===== src/rtl/uart_rx_frame.sv =====
// UART frame receiver: 8 data bits LSB first, optional odd/even parity, one stop bit.
// The received byte is held in a single-entry buffer with sticky error flags that a read acknowledge clears.
module uart_rx_frame #(
    parameter logic [15:0] BAUD_DIV = 16'h28B0,
    parameter logic [15:0] HALF_DIV = BAUD_DIV / 2
) (
    input  logic        i_clk,
    input  logic        i_rst,
    input  logic        i_rxd,
    input  logic        i_parity_en,
    input  logic        i_parity_kind,
    input  logic        i_rd_ack,
    output logic [15:0] o_rdr,
    output logic        o_rdy,
    output logic        o_parity_err,
    output logic        o_frame_err,
    output logic        o_overrun
);

    localparam logic [2:0] S_IDLE   = 3'd0;
    localparam logic [2:0] S_START  = 3'd1;
    localparam logic [2:0] S_DATA   = 3'd2;
    localparam logic [2:0] S_PARITY = 3'd3;
    localparam logic [2:0] S_STOP   = 3'd4;

    logic        r_sync1;
    logic        r_sync2;
    logic        r_rxd_d;
    logic [2:0]  r_state;
    logic [15:0] r_timer;
    logic [2:0]  r_bit_cnt;
    logic [7:0]  r_shift;
    logic        r_par_en;
    logic        r_par_kind;
    logic        r_par_bit;
    logic [7:0]  r_rdr;
    logic        r_rdy;
    logic        r_parity_err;
    logic        r_frame_err;
    logic        r_overrun;

    logic w_rxd_s;
    logic w_fall;
    logic w_tick;
    logic w_stop_evt;
    logic w_stop_ok;
    logic w_accept;
    logic w_overrun_set;
    logic w_frame_set;
    logic w_par_fail;

    assign w_rxd_s       = r_sync2;
    assign w_fall        = r_rxd_d & ~w_rxd_s;
    assign w_tick        = (r_timer == 16'd1);
    assign w_stop_evt    = (r_state == S_STOP) && w_tick;
    assign w_stop_ok     = w_stop_evt && w_rxd_s;
    assign w_accept      = w_stop_ok && (!r_rdy || i_rd_ack);
    assign w_overrun_set = w_stop_ok && r_rdy && !i_rd_ack;
    assign w_frame_set   = w_stop_evt && !w_rxd_s;
    assign w_par_fail    = r_par_en && ((^r_shift ^ r_par_bit) != r_par_kind);

    // Line is idle high, so the synchronizer and edge history reset to 1 to avoid a false start edge.
    always_ff @(posedge i_clk) begin
        if (i_rst) begin
            r_sync1 <= 1'b1;
            r_sync2 <= 1'b1;
            r_rxd_d <= 1'b1;
        end else begin
            r_sync1 <= i_rxd;
            r_sync2 <= r_sync1;
            r_rxd_d <= r_sync2;
        end
    end

    always_ff @(posedge i_clk) begin
        if (i_rst) begin
            r_state    <= S_IDLE;
            r_timer    <= 16'd0;
            r_bit_cnt  <= 3'd0;
            r_shift    <= 8'h00;
            r_par_en   <= 1'b0;
            r_par_kind <= 1'b0;
            r_par_bit  <= 1'b0;
        end else begin
            // Timer runs in every non-idle state; transitions below override the load where needed.
            if (r_state != S_IDLE)
                r_timer <= w_tick ? BAUD_DIV : r_timer - 16'd1;
            case (r_state)
                S_IDLE: begin
                    if (w_fall) begin
                        r_state <= S_START;
                        r_timer <= HALF_DIV;
                    end
                end
                S_START: begin
                    if (w_tick) begin
                        if (!w_rxd_s) begin
                            r_state    <= S_DATA;
                            r_bit_cnt  <= 3'd0;
                            r_par_en   <= i_parity_en;
                            r_par_kind <= i_parity_kind;
                        end else begin
                            r_state <= S_IDLE;
                            r_timer <= 16'd0;
                        end
                    end
                end
                S_DATA: begin
                    if (w_tick) begin
                        r_shift   <= {w_rxd_s, r_shift[7:1]};
                        r_bit_cnt <= r_bit_cnt + 3'd1;
                        if (r_bit_cnt == 3'd7)
                            r_state <= r_par_en ? S_PARITY : S_STOP;
                    end
                end
                S_PARITY: begin
                    if (w_tick) begin
                        r_par_bit <= w_rxd_s;
                        r_state   <= S_STOP;
                    end
                end
                S_STOP: begin
                    if (w_tick) begin
                        r_state   <= S_IDLE;
                        r_timer   <= 16'd0;
                        r_bit_cnt <= 3'd0;
                    end
                end
                default: begin
                    r_state <= S_IDLE;
                    r_timer <= 16'd0;
                end
            endcase
        end
    end

    // A read acknowledge clears everything, but a flag being set in the same cycle takes priority.
    always_ff @(posedge i_clk) begin
        if (i_rst) begin
            r_rdr        <= 8'h00;
            r_rdy        <= 1'b0;
            r_parity_err <= 1'b0;
            r_frame_err  <= 1'b0;
            r_overrun    <= 1'b0;
        end else begin
            if (i_rd_ack) begin
                r_rdy        <= 1'b0;
                r_parity_err <= 1'b0;
                r_frame_err  <= 1'b0;
                r_overrun    <= 1'b0;
            end
            if (w_accept) begin
                r_rdr        <= r_shift;
                r_rdy        <= 1'b1;
                r_parity_err <= w_par_fail;
            end
            if (w_frame_set)
                r_frame_err <= 1'b1;
            if (w_overrun_set)
                r_overrun <= 1'b1;
        end
    end

    assign o_rdr        = {8'h00, r_rdr};
    assign o_rdy        = r_rdy;
    assign o_parity_err = r_parity_err;
    assign o_frame_err  = r_frame_err;
    assign o_overrun    = r_overrun;

endmodule


===== config.mk =====
export PLATFORM = sky130hd
export DESIGN_NAME = uart_rx_frame
export DESIGN_NICKNAME = d
export VERILOG_FILES = /design/src/rtl/uart_rx_frame.sv
export SDC_FILE = /design/constraint.sdc
export NUM_CORES = 1
export LEC_CHECK = 0
export CAP_MARGIN = 10
export CELL_PAD_IN_SITES_DETAIL_PLACEMENT = 1
export CELL_PAD_IN_SITES_GLOBAL_PLACEMENT = 2
export CORE_ASPECT_RATIO = 0.75
export CORE_UTILIZATION = 36
export CTS_CLUSTER_SIZE = 24
export DETAILED_ROUTE_END_ITERATION = 12
export PLACE_DENSITY_LB_ADDON = 0.1
export SYNTH_ARGS = -nofsm -noshare
export SYNTH_HDL_FRONTEND = slang
export SYNTH_SLANG_ARGS = --single-unit

===== constraint.sdc =====
create_clock -name i_clk -period 5.25 [get_ports i_clk]
set_input_delay 1.05 -clock i_clk [delete_from_list [all_inputs] [get_ports i_clk]]
set_output_delay 1.05 -clock i_clk [all_outputs]
set_load 0.01 [all_outputs]

==> results of run 1 <==
## stage by stage
stage                     hold slack (ns)  instances  setup WS, ns
after CTS                           0.418        381          2.65
after floorplan                     0.389        294          2.92
after global placement              0.392        373          2.37
after detailed placement            0.397        373          2.33
final                               0.413        381          2.70
after global routing                0.421        381          2.48
## how the worst max path moves through the flow
stage | end | depth (start not counted) | slack, ns
3_3_place_gp | r_timer[9]$_SDFF_PP0_ | 6 | 2.37
3_5_place_dp | r_timer[15]$_SDFF_PP0_ | 6 | 2.33
5_1_grt | r_timer[14]$_SDFF_PP0_ | 6 | 2.48
2_1_floorplan | r_par_en$_SDFFE_PP0P_ | 7 | 2.92
6_report | r_timer[15]$_SDFF_PP0_ | 6 | 2.70
4_1_cts | r_timer[15]$_SDFF_PP0_ | 6 | 2.65
## power breakdown
group          internal, mW  switching (mW)
sequential            0.379          0.0209
clock                 0.108           0.123
combinational        0.0459          0.0654
## cells in the final DEF (no fill, tap or decap), drive strengths merged, types with 5 or more instances in the layout
master	instances
a21oi	33
clkbuf	8
clkdlybuf4s50	17
conb	8
dfxtp	48
nand2	46
nand2b	5
nand3	14
nor2	27
nor3	6
nor4	5
o21ai	10
xnor2	11
xor2	6
## cells by family after synthesis
kind of cell	after synthesis	synth area share
muxes	5	0.0219
AOI/OAI and AO/OA	58	0.140
other	1	0.00160
adders and majority gates	4	0.0214
and+or+nand+nor	127	0.270
xor gates and xnor gates	18	0.0732
buffers and inverters	26	0.0609
DFF	48	0.410
## state kept, by name (all words and copies together) (netlist names)
name,count
r_rxd_d,1
r_sync2,1
r_shift,8
r_par_kind,1
r_sync1,1
r_state,3
r_par_bit,1
o_frame_err,1
r_par_en,1
o_overrun,1
o_parity_err,1
r_timer,16
o_rdy,1
r_rdr,8
r_bit_cnt,3
## synthesized netlist by cell type, types with 5 or more instances
library cell / instances
dfxtp_1: 48
nand2_1: 46
a21oi_1: 33
nor2_1: 26
nand3_1: 14
clkbuf_1: 13
xnor2_1: 11
o21ai_0: 9
buf_4: 8
nor3_1: 6
xor2_1: 6
nand2b_1: 5
## critical path: stages
cell	delay [ns]
clkdlybuf4s50_1	0.45
buf_4	0.33
nand2b_1	0.35
a21oi_1	0.08
a21oi_1	0.37
nor2_1	0.10
## area by class of cell
type                    count  share of cell area
clock buffers               8              0.0343
inverters                   3             0.00429
repair buffers             21              0.0762
multi-input cells         220               0.481
flip-flops and latches     48               0.366
well taps                  81              0.0386
## layer usage
| metal | GRT usage | up-vias | share of wire |
|---|---|---|---|
| met5 | 0 | - | 0 |
| met4 | 0.0657 | 0 | 0.013 |
| met3 | 0.0350 | 7 | 0.042 |
| met2 | 0.249 | 40 | 0.36 |
| met1 | 0.322 | 915 | 0.58 |
| li1 | - | 1000 | - |
==> impl_metrics.py, run 1 <==
metrics = {
    "floorplanning": {
        "die_height_um": 71.8,
        "dieWidth_um": 95.1,
        "ioPinCount": 26,
        "initial_core_util": 0.372,
        "fp-row-count": 25,
        "core_um2": 6290,
        "dieArea_um2": 6830,
    },
    "clock_tree": {
        "clock_tree.root_cell": "clkbuf_8",
        "cts_tree": "yes",
        "cts_setup_buffers": 0,
        "clk_latency_ns": 0.31,
        "htreeDepth": 2,
        "cts.clk_slew.worst_paths_ns": 0.08,
        "clock_path_buffers": 2,
        "ctsHoldBuffers": 0,
        "cts.repair.resized": 0,
        "cts-buffers-inserted": 5,
        "cts_sinks": 48,
    },
    "layout": {
        "synthToLayoutAreaGrowth_pct": 12.2,
        "seqCellArea_um2": 961,
        "fillers": 762,
        "layout-drive-gt1-share": 0.0667,
        "multi_input_area_um2": 1260,
        "nets": 309,
        "final_core_util": 0.418,
        "antenna_cells": 0,
        "final_area_um2": 2630,
    },
    "min_path": {
        "min_path_type": "flip-flop to flip-flop",
        "hold_depth": 1,
        "hold_end": "r_sync2$_SDFF_PP1_",
        "min_from": "r_sync1$_SDFF_PP1_",
    },
    "routing": {
        "drt_iter0_drc": 106,
        "totalWireLength_um": 5950,
        "drc": 0,
        "drtAntennaViolNets": 0,
        "vias_per_cell": 5.15,
        "vias": 1962,
        "dr.pass1.iters": 4,
        "routedWlPerCell_um": 15.6,
    },
    "synthesis": {
        "syn_avg_cell_area_um2": 8.16,
        "yosysTopAreaCell": "dfxtp_1",
        "yosys.area.top_type_share": 0.410,
        "synth_edf_count": 0,
        "async_flop_share": 0,
        "synth_warnings": 0,
        "ys_top_cells_by_area": "dfxtp_1, nand2_1, a21oi_1, nor2_1, xnor2_1",
        "ys_seq_area_frac": 0.410,
        "synth-seq-cells": 48,
        "ys_types": 45,
        "synthesis.area_um2": 2340,
        "syn_inst": 287,
        "ys.flop_type": "dfxtp_1",
    },
    "sta": {
        "slew_headroom": 0.433,
        "finalHoldViolCount": 0,
        "fin_skew_ns": 0.00885,
        "setup_violations": 0,
        "max_freq_mhz": 392,
        "timing.final.crit_share": 0.486,
        "tns_ns": 0,
        "rsz0062_at_grt": "no",
        "tightest_slew_ns": 0.839,
        "drv_slew": 0,
        "period_needed_ns": 2.55,
    },
    "critical_path": {
        "crit_required_ns": 5.43,
        "path_max_fanout": 35,
        "crit_start": "i_rst",
        "reg2reg_from": "r_timer[0]$_SDFF_PP0_",
        "r2r_setup_slack_ns": 2.78,
        "reg2reg_depth": 6,
        "cp.arrival_ns": 2.73,
        "worstSetupPathType": "input port to flip-flop",
        "crit_path_start_kind": "input port",
        "rr_endpoint": "r_par_kind$_SDFFE_PP0P_",
        "end_kind": "flip-flop",
    },
    "place": {
        "dpl_cell_area_um2": 2540,
        "dp_hpwl_um": 4360,
        "gp_congestion": 0.738,
        "numPortBuffers": 17,
    },
    "grt": {
        "grt_use_total": 0.197,
        "overflow": 0,
        "antenna_found_initial": 0,
        "grt_pass1_vias": 1900,
        "grt_max_degree": 36,
        "grt_pass1_wl_um": 10100,
    },
    "job": {
        "maxCapViolCount": 0,
    },
    "power": {
        "power.density_nw_per_um2": 282,
        "finalPower_mw": 0.742,
        "ir_worst_vdd_mv": 0.140,
        "leakagePower_nw": 0.937,
    },
    "run_status": {
        "status": "complete, no violations",
    },
}
No activity file was read; power rests on OpenSTA's default activity.
==> inputs of run 2 (changes only) <==
- CORE_UTILIZATION: 36 -> 33
- clock period: 5.25 -> 2.5 ns (I/O delays scaled with it)
==> impl_metrics.py, run 2 (synthesis gave the netlist of run 1 again) <==
metrics = {
    "routing": {
        "totalWireLength_um": 6440,
        "vias": 2018,
        "drt_iter0_drc": 118,
        "vias_per_cell": 5.13,
        "routedWlPerCell_um": 16.4,
        "drtAntennaViolNets": 0,
        "drc": 0,
        "dr.pass1.iters": 4,
    },
    "place": {
        "gp_congestion": 0.803,
        "numPortBuffers": 17,
        "dp_hpwl_um": 4510,
        "dp_slack_ns": 0.0868,
    },
    "sta": {
        "tightest_slew_ns": 0.650,
        "setup_violations": 0,
        "hold-worst-slack_ns": 0.417,
        "slew_headroom": 0.566,
        "tns_ns": 0,
        "fin_skew_ns": 0.00700,
        "finalHoldViolCount": 0,
        "rsz0062_at_grt": "no",
        "fin_ws_ns": 0.183,
        "period_needed_ns": 2.32,
        "max_freq_mhz": 432,
        "drv_slew": 0,
        "timing.final.crit_share": 0.927,
    },
    "critical_path": {
        "critPathTopFamily": "simple AND/OR/NAND/NOR gates",
        "path_max_fanout": 6,
        "rr_endpoint": "r_par_en$_SDFFE_PP0P_",
        "cpPeakStageDelay_ns": 0.63,
        "reg2reg_depth": 5,
        "crit_path_start_kind": "flip-flop",
        "worst-path-buf-inv": 0,
        "worstSetupPathType": "flip-flop to flip-flop",
        "crit_slowest_cell": "or4_4",
        "r2r_setup_slack_ns": 0.18,
        "cp.arrival_ns": 2.51,
        "crit_required_ns": 2.69,
        "reg2reg_from": "r_timer[12]$_SDFF_PP0_",
        "crit_chain": "or4_1 > or4_4 > or3_4 > mux2i_1 > nor2_1",
        "end_kind": "flip-flop",
    },
    "clock_tree": {
        "clock_path_buffers": 2,
        "clk_latency_ns": 0.30,
        "cts-buffers-inserted": 5,
        "cts_tree": "yes",
        "cts.repair.resized": 0,
        "ctsHoldBuffers": 0,
        "cts_sinks": 48,
        "cts_setup_buffers": 0,
        "clock_tree.root_cell": "clkbuf_8",
        "htreeDepth": 2,
        "cts.clk_slew.worst_paths_ns": 0.10,
    },
    "power": {
        "power.density_nw_per_um2": 680,
        "internal-power_mw": 1.41,
        "leakagePower_nw": 1.02,
        "power_frac_clock": 0.411,
        "combPwrFrac": 0.145,
        "p_seq_frac": 0.444,
        "finalPower_mw": 1.89,
        "power_switching_mw": 0.473,
        "p_sw_frac": 0.251,
        "ir_worst_vdd_mv": 0.341,
    },
    "layout": {
        "fillers": 806,
        "final_cell_mix": "dfxtp_1, nand2_1, a21oi_1",
        "top_register": "r_timer",
        "largest_reg_flops": 16,
        "antenna_cells": 0,
        "final_common_cell": "dfxtp_1",
        "multi_input_area_um2": 1280,
        "layout-drive-gt1-share": 0.104,
        "nets": 318,
        "biggestRegsByFlops": "r_timer: 16 flops, r_rdr: 8 flops, r_shift: 8 flops",
        "seqCellArea_um2": 961,
        "synthToLayoutAreaGrowth_pct": 18.4,
    },
    "min_path": {
        "min_path_type": "flip-flop to flip-flop",
        "hold_depth": 1,
        "hold_end": "r_sync2$_SDFF_PP1_",
        "min_from": "r_sync1$_SDFF_PP1_",
    },
    "floorplanning": {
        "die_height_um": 74.9,
        "dieArea_um2": 7440,
        "ioPinCount": 26,
        "fp-row-count": 26,
        "dieWidth_um": 99.3,
        "initial_core_util": 0.343,
        "core_um2": 6830,
    },
    "grt": {
        "grt_use_total": 0.179,
        "grt_pass1_vias": 1877,
        "grt_pass1_wl_um": 10100,
        "overflow": 0,
        "antenna_found_initial": 0,
        "grt_max_degree": 35,
    },
    "run_status": {
        "status": "complete, no violations",
    },
    "job": {
        "maxCapViolCount": 0,
    },
}
run 2: cell count changes in the layout (fill, tap and decap cells not counted):
| cell | previous run | this run |
|---|---|---|
| or4_2 | 0 | 1 |
| buf_4 | 4 | 12 |
| or4b_1 | 1 | 0 |
| clkbuf_8 | 6 | 5 |
| clkbuf_1 | 2 | 0 |
| bufinv_16 | 0 | 3 |
| or4b_4 | 0 | 1 |
run 2: power by group through the flow:
| stage | combinational [mW] | sequential [mW] | clock [mW] |
|---|---|---|---|
| global placement | 0.265 | 0.853 | 0 |
| floorplan | 0.200 | 0.840 | 0 |
| global route | 0.305 | 0.842 | 0.815 |
| finish | 0.274 | 0.837 | 0.776 |
| CTS | 0.265 | 0.835 | 0.790 |
| detailed placement | 0.262 | 0.853 | 0 |
run 2: worst reg2reg max path, cell delays in order, from the launching register on:
cell	delay (ns)
dfxtp_1	0.36
or4_1	0.59
or4_4	0.63
or3_4	0.42
mux2i_1	0.16
nor2_1	0.05
run 2: cell type report:
class,count,share of cell area
timing repair buffer,29,0.0939
sequential,48,0.347
tap,84,0.0379
inverter,3,0.00406
clock buffer,5,0.0248
multi-input combinational,221,0.460
clock inverter,3,0.0325
run 2: per-layer routing:
layer	up-vias	share of wire	track usage
li1	1021	-	-
met1	953	0.59	0.293
met2	40	0.37	0.235
met3	4	0.037	0.0316
met4	0	0.0057	0.0392
met5	-	0	0
run 2: worst max-delay path by stage:
| stage | from | endpoint | slack, ns | cells after the start |
|---|---|---|---|---|
| CTS | r_timer[1]$_SDFF_PP0_ | r_par_en$_SDFFE_PP0P_ | 0.06 | 7 |
| global placement | r_timer[1]$_SDFF_PP0_ | r_par_en$_SDFFE_PP0P_ | 0.16 | 7 |
| global route | r_timer[12]$_SDFF_PP0_ | r_par_en$_SDFFE_PP0P_ | 0.04 | 5 |
| finish | r_timer[12]$_SDFF_PP0_ | r_par_en$_SDFFE_PP0P_ | 0.18 | 5 |
| floorplan | r_timer[0]$_SDFF_PP0_ | r_par_en$_SDFFE_PP0P_ | 0.17 | 7 |
| detailed placement | r_timer[1]$_SDFF_PP0_ | r_par_en$_SDFFE_PP0P_ | 0.09 | 7 |
run 2: through the flow:
stage | instance area (um2) | utilization | cells
CTS | 2760 | 0.404 | 392
global placement | 2600 | 0.381 | 384
finish | 2770 | 0.406 | 393
floorplan | 2370 | - | 294
detailed placement | 2600 | 0.381 | 384
global route | 2770 | 0.406 | 393
==> inputs of run 3 (changes only) <==
- CORE_UTILIZATION: 33 -> 30
- SLEW_MARGIN: unset -> 5
- clock period: 2.5 -> 2 ns (I/O delays scaled with it)
==> impl_metrics.py, run 3 (synthesis gave the netlist of run 1 again) <==
metrics = {
    "place": {
        "dp_slack_ns": -0.306,
        "dpl_cell_area_um2": 2880,
        "dp_hpwl_um": 5160,
        "numPortBuffers": 17,
        "gp_congestion": 0.755,
    },
    "run_status": {
        "status": "finished, violations left",
        "violations": "negative setup slack",
    },
    "floorplanning": {
        "die_height_um": 78.5,
        "dieWidth_um": 104,
        "initial_core_util": 0.315,
        "core_um2": 7430,
        "fp-row-count": 27,
        "ioPinCount": 26,
        "dieArea_um2": 8160,
    },
    "clock_tree": {
        "cts.clk_slew.worst_paths_ns": 0.10,
        "clock_path_buffers": 2,
        "ctsHoldBuffers": 0,
        "cts-buffers-inserted": 5,
        "clk_latency_ns": 0.31,
        "cts_tree": "yes",
        "clock_tree.root_cell": "clkbuf_8",
        "cts_sinks": 48,
        "htreeDepth": 2,
    },
    "layout": {
        "seqCellArea_um2": 965,
        "layout-drive-gt1-share": 0.282,
        "antenna_cells": 0,
        "multi_input_area_um2": 1450,
        "biggestRegsByFlops": "r_timer: 16 flops, r_rdr: 8 flops, r_shift: 8 flops",
        "final_common_cell": "dfxtp_1",
        "top_register": "r_timer",
        "synthToLayoutAreaGrowth_pct": 38.3,
        "nets": 353,
        "final_cell_mix": "dfxtp_1, nand2_1, buf_4",
        "largest_reg_flops": 16,
        "final_area_um2": 3240,
        "fillers": 886,
    },
    "critical_path": {
        "path_max_fanout": 6,
        "r2r_setup_slack_ns": -0.30,
        "end_kind": "flip-flop",
        "cp.arrival_ns": 2.50,
        "crit_required_ns": 2.21,
        "rr_endpoint": "r_timer[1]$_SDFF_PP0_",
        "reg2reg_depth": 8,
        "worstSetupPathType": "flip-flop to flip-flop",
        "reg2reg_from": "r_timer[1]$_SDFF_PP0_",
        "crit_path_start_kind": "flip-flop",
    },
    "min_path": {
        "hold_end": "r_sync2$_SDFF_PP1_",
        "min_from": "r_sync1$_SDFF_PP1_",
        "hold_depth": 1,
        "min_path_type": "flip-flop to flip-flop",
    },
    "grt": {
        "antenna_found_initial": 0,
        "grt_pass1_vias": 2153,
        "grt_use_total": 0.184,
        "overflow": 0,
        "grt_pass1_wl_um": 11700,
        "grt_max_degree": 35,
    },
    "power": {
        "combPwrFrac": 0.232,
        "p_seq_frac": 0.446,
        "power_frac_clock": 0.322,
        "leakagePower_nw": 1.20,
        "internal-power_mw": 1.62,
        "p_sw_frac": 0.296,
        "ir_worst_vdd_mv": 0.275,
        "power_switching_mw": 0.679,
        "power.density_nw_per_um2": 709,
    },
    "sta": {
        "timing.final.crit_share": 1.15,
        "period_needed_ns": 2.30,
        "slew_headroom": 0.628,
        "tns_ns": -7.02,
        "tightest_slew_ns": 0.557,
        "hold-worst-slack_ns": 0.419,
        "fin_ws_ns": -0.296,
        "fin_skew_ns": 0.00888,
        "finalHoldViolCount": 0,
        "drv_slew": 0,
        "setup_violations": 33,
        "rsz0062_at_grt": "yes",
        "max_freq_mhz": 436,
    },
    "routing": {
        "dr.pass1.iters": 4,
        "vias": 2203,
        "drc": 0,
        "drt_iter0_drc": 75,
        "vias_per_cell": 4.95,
        "totalWireLength_um": 7230,
        "routedWlPerCell_um": 16.2,
        "drtAntennaViolNets": 0,
    },
    "job": {
        "maxCapViolCount": 0,
    },
}
==> run 3: cell types whose count changed in the layout (fill, tap and decap cells not counted), sizes merged <==
cell,previous run,this run
buf,12,48
bufinv,3,1
clkinv,0,2
or4,5,4
==> run 3: power by group through the flow <==
stage	Combinational (mW)	Clock [mW]	Sequential [mW]
3_3_place_gp	0.444	0	1.04
2_1_floorplan	0.252	0	1.05
3_5_place_dp	0.448	0	1.04
6_report	0.533	0.740	1.02
4_1_cts	0.495	0.764	1.02
5_1_grt	0.577	0.811	1.03
==> run 3: area by class of cell <==
cell class / instances / area share
clock buffers: 5 / 0.0213
clock inverters: 3 / 0.0147
inverters: 3 / 0.00348
multi-input cells: 220 / 0.447
flip-flops and latches: 48 / 0.298
well taps: 101 / 0.0390
repair buffers: 65 / 0.176
==> run 3: critical path, cell delays in order (launching register included) <==
cell,delay (ns)
dfxtp_2,0.34
inv_2,0.08
ha_4,0.13
or4b_4,0.46
or4_4,0.58
buf_4,0.17
a31oi_4,0.18
a21o_4,0.20
nor2_1,0.05
==> run 3: timing repair <==
item,CTS,global route
gates cloned,0,0
buffers inserted,3,3
resized for setup,24,15
pin swaps,6,8
setup endpoints to repair,44,45
==> run 3: layer usage <==
layer	vias up	global-route usage	wire (um)
met2	32	0.250	2870
met4	0	0.0471	55
met3	5	0.0282	145
met1	1078	0.291	4150
li1	1088	-	-
met5	-	0	0
==> run 3: how the worst max path moves through the flow <==
| stage | startpoint | end | slack, ns | cells after the start |
|---|---|---|---|---|
| final | r_timer[1]$_SDFF_PP0_ | r_timer[1]$_SDFF_PP0_ | -0.30 | 8 |
| after global routing | r_timer[1]$_SDFF_PP0_ | r_par_en$_SDFFE_PP0P_ | -0.34 | 7 |
| after CTS | r_timer[1]$_SDFF_PP0_ | r_par_en$_SDFFE_PP0P_ | -0.27 | 7 |
| after detailed placement | r_timer[1]$_SDFF_PP0_ | r_timer[1]$_SDFF_PP0_ | -0.31 | 7 |
| after global placement | r_timer[1]$_SDFF_PP0_ | r_shift[4]$_SDFFE_PP0P_ | -0.20 | 9 |
| after floorplan | r_timer[0]$_SDFF_PP0_ | r_par_en$_SDFFE_PP0P_ | -0.26 | 7 |
==> run 3: through the flow <==
step	std cells	utilization	power, mW
after floorplan	294	-	1.30
after global placement	431	0.388	1.49
after detailed placement	431	0.388	1.49
after CTS	442	0.423	2.28
after global routing	445	0.436	2.42
final	445	0.436	2.30
